==> src/rtl/irq_scheduler.sv <==
// irq_scheduler
//   Interrupt scheduler feeding the CSR machine-external interrupt inputs.
//   Each source is synchronised and latched as pending (edge or level
//   mode per EDGE_MASK). A round-robin arbiter picks one enabled pending
//   source and presents it one-hot on o_MEI. The claim/complete handshake
//   keeps at most one source presented or in service at any time.
// Ports
//   i_CLK, i_RSTn   clock, async active-low reset
//   i_SRC           raw interrupt lines (async to i_CLK)
//   i_SRC_EN        per-source enable
//   i_CLAIM         core took the trap for the presented source (pulse)
//   i_COMPLETE      core finished servicing, mret (pulse)
//   o_MEI           one-hot request, zero when nothing is presented
//   o_CLAIM_ID      index of the source in service, valid while o_ACTIVE
//   o_ACTIVE        a claimed source is in service
//   o_PENDING       pending vector before the enable mask

// Per-source front end: synchroniser plus pending latch.
module irq_src_lane #(
  parameter int SYNC_STAGES = 2,
  parameter bit EDGE        = 1'b0
) (
  input  logic i_CLK,
  input  logic i_RSTn,
  input  logic src,
  input  logic clr,
  output logic pend
);
  // SYNC_STAGES synchroniser flops plus one more so that edge and level
  // sources share the same registered copy of the line.
  logic [SYNC_STAGES:0] sync_pipe;
  logic                 line_q;
  logic                 rise;

  assign rise = sync_pipe[SYNC_STAGES] & ~line_q;

  always_ff @(posedge i_CLK or negedge i_RSTn) begin
    if (!i_RSTn) begin
      sync_pipe <= '0;
      line_q    <= 1'b0;
      pend      <= 1'b0;
    end else begin
      sync_pipe <= {sync_pipe[SYNC_STAGES-1:0], src};
      line_q    <= sync_pipe[SYNC_STAGES];
      if (EDGE) begin
        // a fresh edge beats a claim landing in the same cycle
        if (rise)     pend <= 1'b1;
        else if (clr) pend <= 1'b0;
      end else begin
        pend <= sync_pipe[SYNC_STAGES];
      end
    end
  end
endmodule

module irq_scheduler #(
  parameter int                N_SRC       = 6,
  parameter logic [N_SRC-1:0]  EDGE_MASK   = '0,
  parameter int                SYNC_STAGES = 2,
  parameter int                IDW         = 3
) (
  input  logic             i_CLK,
  input  logic             i_RSTn,
  input  logic [N_SRC-1:0] i_SRC,
  input  logic [N_SRC-1:0] i_SRC_EN,
  input  logic             i_CLAIM,
  input  logic             i_COMPLETE,
  output logic [N_SRC-1:0] o_MEI,
  output logic [IDW-1:0]   o_CLAIM_ID,
  output logic             o_ACTIVE,
  output logic [N_SRC-1:0] o_PENDING
);
  typedef enum logic [1:0] {S_IDLE, S_ARB, S_PRESENT, S_SERVICE} state_t;

  localparam logic [N_SRC-1:0] ONE = N_SRC'(1);

  state_t           state;
  logic [IDW-1:0]   rr_ptr;
  logic [IDW-1:0]   win_q;
  logic [N_SRC-1:0] req;
  logic             clm_acc;
  logic [IDW-1:0]   arb_win;
  logic             arb_hit;
  logic [IDW-1:0]   cand;

  assign req     = o_PENDING & i_SRC_EN;
  assign clm_acc = (state == S_PRESENT) && i_CLAIM;

  for (genvar g = 0; g < N_SRC; g++) begin : g_lane
    irq_src_lane #(
      .SYNC_STAGES (SYNC_STAGES),
      .EDGE        (EDGE_MASK[g])
    ) u_lane (
      .i_CLK  (i_CLK),
      .i_RSTn (i_RSTn),
      .src    (i_SRC[g]),
      .clr    (clm_acc && (win_q == IDW'(g))),
      .pend   (o_PENDING[g])
    );
  end

  // Round robin: scan rr_ptr+1, rr_ptr+2, ... wrapping at N_SRC. The
  // wrap is done by subtraction so nothing ever exceeds IDW bits.
  always_comb begin
    arb_win = '0;
    arb_hit = 1'b0;
    cand    = '0;
    for (int off = 1; off <= N_SRC; off++) begin
      if (rr_ptr >= IDW'(N_SRC - off)) cand = rr_ptr - IDW'(N_SRC - off);
      else                             cand = rr_ptr + IDW'(off);
      if (!arb_hit && req[cand]) begin
        arb_hit = 1'b1;
        arb_win = cand;
      end
    end
  end

  always_ff @(posedge i_CLK or negedge i_RSTn) begin
    if (!i_RSTn) begin
      state      <= S_IDLE;
      rr_ptr     <= IDW'(N_SRC - 1);
      win_q      <= '0;
      o_MEI      <= '0;
      o_ACTIVE   <= 1'b0;
      o_CLAIM_ID <= '0;
    end else begin
      case (state)
        S_IDLE: if (|req) state <= S_ARB;
        S_ARB: begin
          if (!arb_hit) begin
            state <= S_IDLE;
          end else begin
            win_q <= arb_win;
            o_MEI <= ONE << arb_win;
            state <= S_PRESENT;
          end
        end
        S_PRESENT: begin
          // claim takes priority over a request dropping in the same cycle
          if (i_CLAIM) begin
            o_MEI      <= '0;
            o_ACTIVE   <= 1'b1;
            o_CLAIM_ID <= win_q;
            rr_ptr     <= win_q;
            state      <= S_SERVICE;
          end else if (!req[win_q]) begin
            o_MEI <= '0;
            state <= S_IDLE;
          end
        end
        S_SERVICE: begin
          if (i_COMPLETE) begin
            o_ACTIVE <= 1'b0;
            state    <= S_IDLE;
          end
        end
        default: state <= S_IDLE;
      endcase
    end
  end
endmodule

==> config.mk <==
export PLATFORM = sky130hd
export DESIGN_NAME = irq_scheduler
export DESIGN_NICKNAME = d
export VERILOG_FILES = /design/src/rtl/irq_scheduler.sv
export SDC_FILE = /design/constraint.sdc
export NUM_CORES = 1
export LEC_CHECK = 0
export ABC_AREA = 0
export ABC_CLOCK_PERIOD_IN_PS = 4000
export BUFFER_PORTS_ARGS = -buffer_cell sky130_fd_sc_hd__buf_2
export CAP_MARGIN = 20
export CORE_MARGIN = 4
export CORE_UTILIZATION = 40
export DETAILED_ROUTE_END_ITERATION = 6
export PLACE_DENSITY_LB_ADDON = 0.05
export SKIP_CTS_REPAIR_TIMING = 1
export SLEW_MARGIN = 20
export SYNTH_ARGS = -nofsm -noshare
export SYNTH_HDL_FRONTEND = slang
export SYNTH_SLANG_ARGS = --single-unit
==> constraint.sdc <==
create_clock -name i_CLK -period 4 [get_ports i_CLK]
set_input_delay 0.4 -clock i_CLK [delete_from_list [all_inputs] [get_ports i_CLK]]
set_output_delay 0.4 -clock i_CLK [all_outputs]
set_load 0.02 [all_outputs]
==> Yosys cells after proc, flatten, opt, wreduce, memory -nomap -nowiden <==
Cells that the tools add are included.
{ "word_totals": {"word_cells": 116, "regBits": 42, "out_inout_bits": 16, "in_bits": 16} }
{ "op_classes": {"n_mux": 45, "add_sub_neg": 11, "eq_ne": 8, "n_bitwise": 1, "n_shift": 1, "n_reduce_logical": 19, "order_cmp": 13} }
{ "ops": {"columns": ["operator", "n"], "rows": [
  ["$mux W3", 12],
  ["$lt A3 B4 Y1 const B", 7],
  ["$bmux W1 S3", 7],
  ["$mux W6", 3],
  ["$mux W1", 15],
  ["$pmux W6 S2", 1],
  ["$mux W2", 5],
  ["$add A3 B3 Y3 const B", 3],
  ["$reduce_and A3 Y1", 3],
  ["$ne A2 B2 Y1 const B", 4],
  ["$pmux W2 S4", 1],
  ["$add A3 B2 Y3 const B", 2],
  ["$and A6 B6 Y6", 1],
  ["$ge A3 B1 Y1 const B", 2],
  ["$ge A3 B2 Y1 const B", 2],
  ["$ge A3 B3 Y1 const B", 2],
  ["$reduce_or A6 Y1", 1],
  ["$shl A1 B3 Y6 const A", 1],
  ["$sub A3 B2 Y3 const B", 2],
  ["$sub A3 B3 Y3 const B", 2],
  ["$logic_and A1 B1 Y1", 5],
  ["$logic_not A1 Y1", 5],
  ["$eq A2 B2 Y1 const B", 2],
  ["$reduce_and A2 Y1", 2],
  ["other kinds (7)", 8]
]} }

==> Longest topological paths before layout <==
{ "depth": {"word_depth": 23, "mapped_depth": 12, "depth_no_buf": 10} }

==> By module <==
A second synthesis with hierarchy kept.
{ "unflattened": {"cells_unflattened": 246, "hier_area_um2": 2466.1} }
{ "by_module_without_submodules": {"columns": ["module", "seq_area_each_um2", "area_each_um2", "n_inst", "cells_each"], "rows": [
  ["irq_scheduler", 427.9, 1865.5, 1, 222],
  ["irq_src_lane", 100.1, 100.1, 6, 4]
]} }

==> Worst setup path after synthesis <==
OpenSTA, ideal clock, no wires.
{ "synth_path": {"path_kind": "register to register", "startpoint": "register o_CLAIM_ID[1] (netlist name)", "endpoint": "register win_q[1]", "setup_slack_ns": 0.839, "setup_time_ns": 0.125, "path_buffers": 1, "arrival_time_ns": 3.036, "t_required_ns": 3.875, "path_stages_with_launch": 11, "synth_period_minus_slack_ns": 3.161, "cell_sequence": "dfrtp_1 > clkbuf_1 > inv_1 > ha_1 > a221oi_2 > nand2b_1 > o22ai_1 > nand2b_1 > or4_4 > o311a_4 > mux2_4"} }
{ "synth_rtl": {"columns": ["element", "line_no", "rtl"], "rows": [
  ["end signal: assignment", "133", "win_q <= arb_win;"],
  ["end: declaration", "79", "logic [IDW-1:0] win_q;"]
]} }

==> Final worst setup path <==
{ "layout_path": {"startpoint": "register rr_ptr[0]", "endpoint": "register o_MEI[4]"} }
{ "layout_via": {"elab_chain_cells": 23, "word_cells_on_any_way": 62, "cone_classes": "11 x add/sub; 6 x order compare; 1 x eq/ne; 1 x shift; 32 x mux; 11 x reduce/logical"} }
{ "layout_rtl": {"columns": ["element", "line_no", "rtl"], "rows": [
  ["start: declaration", "78", "logic [IDW-1:0] rr_ptr;"],
  ["start signal: assignment", "121", "rr_ptr <= IDW'(N_SRC - 1);"],
  ["start signal: assignment", "144", "rr_ptr <= win_q;"],
  ["$add A3 B1 Y3, or another cell as far along", "110", "else cand = rr_ptr + IDW'(off);"],
  ["$mux W3", "109", "if (rr_ptr >= IDW'(N_SRC - off)) cand = rr_ptr - IDW'(N_SRC - off);"],
  ["$bmux W1 S3", "111", "if (!arb_hit && req[cand]) begin"],
  ["$mux W1 (implied by the code)", "111", null],
  ["$mux W1", "111", null],
  ["$logic_not A1 Y1", "111", null],
  ["$logic_and A1 B1 Y1", "111", null],
  ["$mux W1", "111", null],
  ["(+7 left out)", null, null],
  ["$logic_and A1 B1 Y1", "111", null],
  ["$mux W1", "111", null],
  ["$logic_not A1 Y1", "111", null],
  ["$logic_and A1 B1 Y1", "111", null],
  ["$mux W3", "111", null],
  ["$shl A1 B3 Y6", "134", "o_MEI <= ONE << arb_win;"],
  ["$mux W6", "130", "if (!arb_hit) begin"],
  ["$pmux W6 S2", "127", "case (state)"],
  ["end signal: assignment", "134", null],
  ["end: declaration", "68", "output logic [N_SRC-1:0] o_MEI,"]
]} }
Parallel ways exist; a longest one is shown, timed or not. The select of a mux whose other input is x is not followed.
A chain may end at the register's enable or synchronous reset.

==> results_dict.tcl <==
set metrics [dict create \
    status "completed" \
    synth_top_area_share 0.416 \
    synth_top_family_by_area "compound AO/OA/AOI/OAI gates" \
    worst_slew_pin_slew_ns 0.880 \
    finalSetupViolCount 0 \
    std_cell_rows 27 \
    antenna_found_initial 0 \
    ys.flop_type "dfrtp_1" \
    fillers 563 \
    placed_cells 316 \
    drive_above_1_share 0.254 \
    die_y_microns 84.6 \
    synth_edf_count 0 \
    die-area_sq_um 7150 \
    drc 0 \
    hold_viol_final 0 \
    antenna_cells 0 \
    min_period_ns 3.36 \
    core_sq_um 5610 \
    cp-start-kind "flip-flop" \
    holdPathStages 1 \
    regToRegStartpoint "rr_ptr[0]" \
    cts_tree "done" \
    hpwl_microns 4070 \
    avgSynthCellArea_sq_um 10.5 \
    rr_endpoint "o_MEI[4]" \
    synth_cells 223 \
    clk_pin_slew_worst_paths_ns 0.09 \
    crit_chain "inv_2 -> ha_1 -> xnor2_1 -> mux4_2 -> o22ai_1 -> nand2b_1 -> or4_4 -> o311ai_4 -> and2_4 -> a32o_1" \
    maxCapViolations 0 \
    grt_pass1_wl_microns 8980 \
    worst-endpoint-required_ns 4.24 \
    yosys_warnings 0 \
    clockBufferDepth 2 \
    yosys-top-cells-area "dfrtp_1 42%, ha_1 4.3%, mux4_2 3.8%" \
    cts_root_buf "clkbuf_8" \
    grtUsageTotal 0.156 \
    yosys.area.top_type "dfrtp_1" \
    irDropWorstVdd_mv 0.298 \
    power_mw 2.06 \
    synthDistinctLibCells 55 \
    synthSimpleGateAreaFrac 0.161 \
    crit_type "flip-flop to flip-flop" \
    syn_to_final_growth_pct 11.7 \
    synth_mux_area_frac 0.0806 \
    pre_cts_slack_ns 0.668 \
    holdPathEnd "g_lane[0].u_lane.sync_pipe[0]" \
    num-nets-final 275 \
    hp-class "input port to flip-flop" \
    cts_sinks 41 \
    vias 1797 \
    portBuffers 31 \
    stdcell_count 324 \
    cpPeakStageDelay_ns 0.66 \
    worstSetupEndpointType "flip-flop" \
    grt_pass1_vias 1747 \
    viasPerCell 5.55 \
    drt-total-wl_microns 5270 \
    netlist_area_sq_um 2340 \
    cts_made_buffers 5 \
    grt_overflow_total 0 \
    initial_core_util 0.418 \
    worst_path_max_delay_cell "dfstp_2" \
    crit_fanout 9 \
    finalSetupTns_ns 0 \
    hold_start "i_SRC[0]" \
    timing.final.crit_share 0.841 \
    wire_per_inst_microns 16.3 \
    cp_data_arrival_time_ns 3.60 \
    slew_violations 0 \
    ys_seq_area_frac 0.439 \
    synthXorXnorAreaFrac 0.00374 \
    synth_compound_area_frac 0.221 \
    grt_max_degree 42 \
    final_util 0.467 \
    skew_ns 0.00433 \
    ys_ff_latch 41 \
    rsz0062_at_grt "no" \
    p_per_area_nw_per_um2 785 \
    drt_iter0_drc 91 \
    drt-pass1-iter-count 4 \
    syn-num-nets 247 \
    fp.dieW_microns 84.6 \
    reg2reg_slack_ns 0.64 \
    clkLatencyLatePin_ns 0.30 \
    slew_headroom 0.413 \
    htreeDepth 2 \
    synthAdderAreaFrac 0.0427 \
    postSynth.asyncResetShare 1.00 \
    reg2reg_depth 10 \
    place_congestion 0.858 \
    cellLeakagePower_nw 1.17 \
    max_freq_ghz 0.297 \
    io_pins 32 \
    route.antenna.remaining_nets 0 \
    worst_slack_ns 0.636 \
]
[layout by cell type (no fill, tap or decap), types with 4 or more instances in the layout]
cell type and n:
a21oi_1 13, mux4_2 4, buf_2 31, nor2_1 9, nand3_1 11, nand3b_1 4, o21ai_0 13, o21ai_1 4
ha_1 8, and2_1 5, a21o_1 5, nand2_1 21, inv_1 7, or3_1 4, nand2b_1 5, dfrtp_1 39
clkbuf_8 5
[final cells by class]
class,count,area (sq um),area share
Clock buffer,5,68.8,0.0263
Clock inverter,3,28.8,0.0110
Inverter,8,30.0,0.0115
Multi-Input combinational cell,161,1190,0.456
Sequential cell,41,1030,0.393
Tap cell,72,90.1,0.0344
Timing Repair Buffer,34,178,0.0678
[per-stage QoR]
step	area, sq um	hold slack (ns)
after CTS	2620	0.188
after global routing	2620	0.183
after global placement	2520	0.332
after floorplan	2340	0.104
final	2620	0.200
after detailed placement	2520	0.336
[cells by family after synthesis]
kind of cell,after synthesis
buffers and inverters,21
flip-flops,41
multiplexers,11
adder cells (fa/ha/maj),8
AO/OA/AOI/OAI,68
AND/OR/NAND/NOR,73
XOR/XNOR,1
[worst max-delay path: cells and delay by family (launching register included)]
kind            cells  cell delay (ns)
flops               1             0.66
mux                 1             0.28
xor+xnor            1             0.36
buf+inv             1             0.11
simple gates        3             0.98
fa+ha+maj           1             0.23
compound gates      3             0.68
[where the power goes]
group / switching [mW] / internal, mW
sequential: 0.0750 / 0.497
combinational: 0.701 / 0.486
clock: 0.165 / 0.132
total: 0.941 / 1.11
[registers in the layout, indices dropped and copies added, names as in the netlist]
register	count
state	2
g_lane.u_lane.pend	6
win_q	3
rr_ptr	2
o_ACTIVE	1
o_CLAIM_ID	3
g_lane.u_lane.sync_pipe	18
o_MEI	6
[synth_stat cells, types with 5 or more instances]
| master | number |
|---|---|
| nand2b_1 | 5 |
| o21ai_0 | 13 |
| and2_1 | 5 |
| inv_1 | 7 |
| nand2_1 | 21 |
| a21o_1 | 5 |
| a21oi_1 | 13 |
| ha_1 | 8 |
| dfrtp_1 | 39 |
| nor2_1 | 9 |
| nand3_1 | 11 |
| buf_4 | 7 |
[metal layers]
metal | GRT usage | wire, microns | vias up
li1 | - | - | 881
met3 | 0.0304 | 179 | 5
met4 | 0.0388 | 42 | 0
met1 | 0.230 | 2610 | 880
met2 | 0.236 | 2430 | 31
met5 | 0 | 0 | -
[worst max path at each step]
stage | start | end | slack, ns
3_5_place_dp | rr_ptr[0] | o_MEI[4] | 0.67
5_1_grt | rr_ptr[0] | o_MEI[5] | 0.41
4_1_cts | rr_ptr[0] | o_MEI[4] | 0.65
2_1_floorplan | o_CLAIM_ID[1] | win_q[1] | 0.84
3_3_place_gp | rr_ptr[0] | o_MEI[1] | 0.67
6_report | rr_ptr[0] | o_MEI[4] | 0.64
Power figures use the tool's default switching activity.
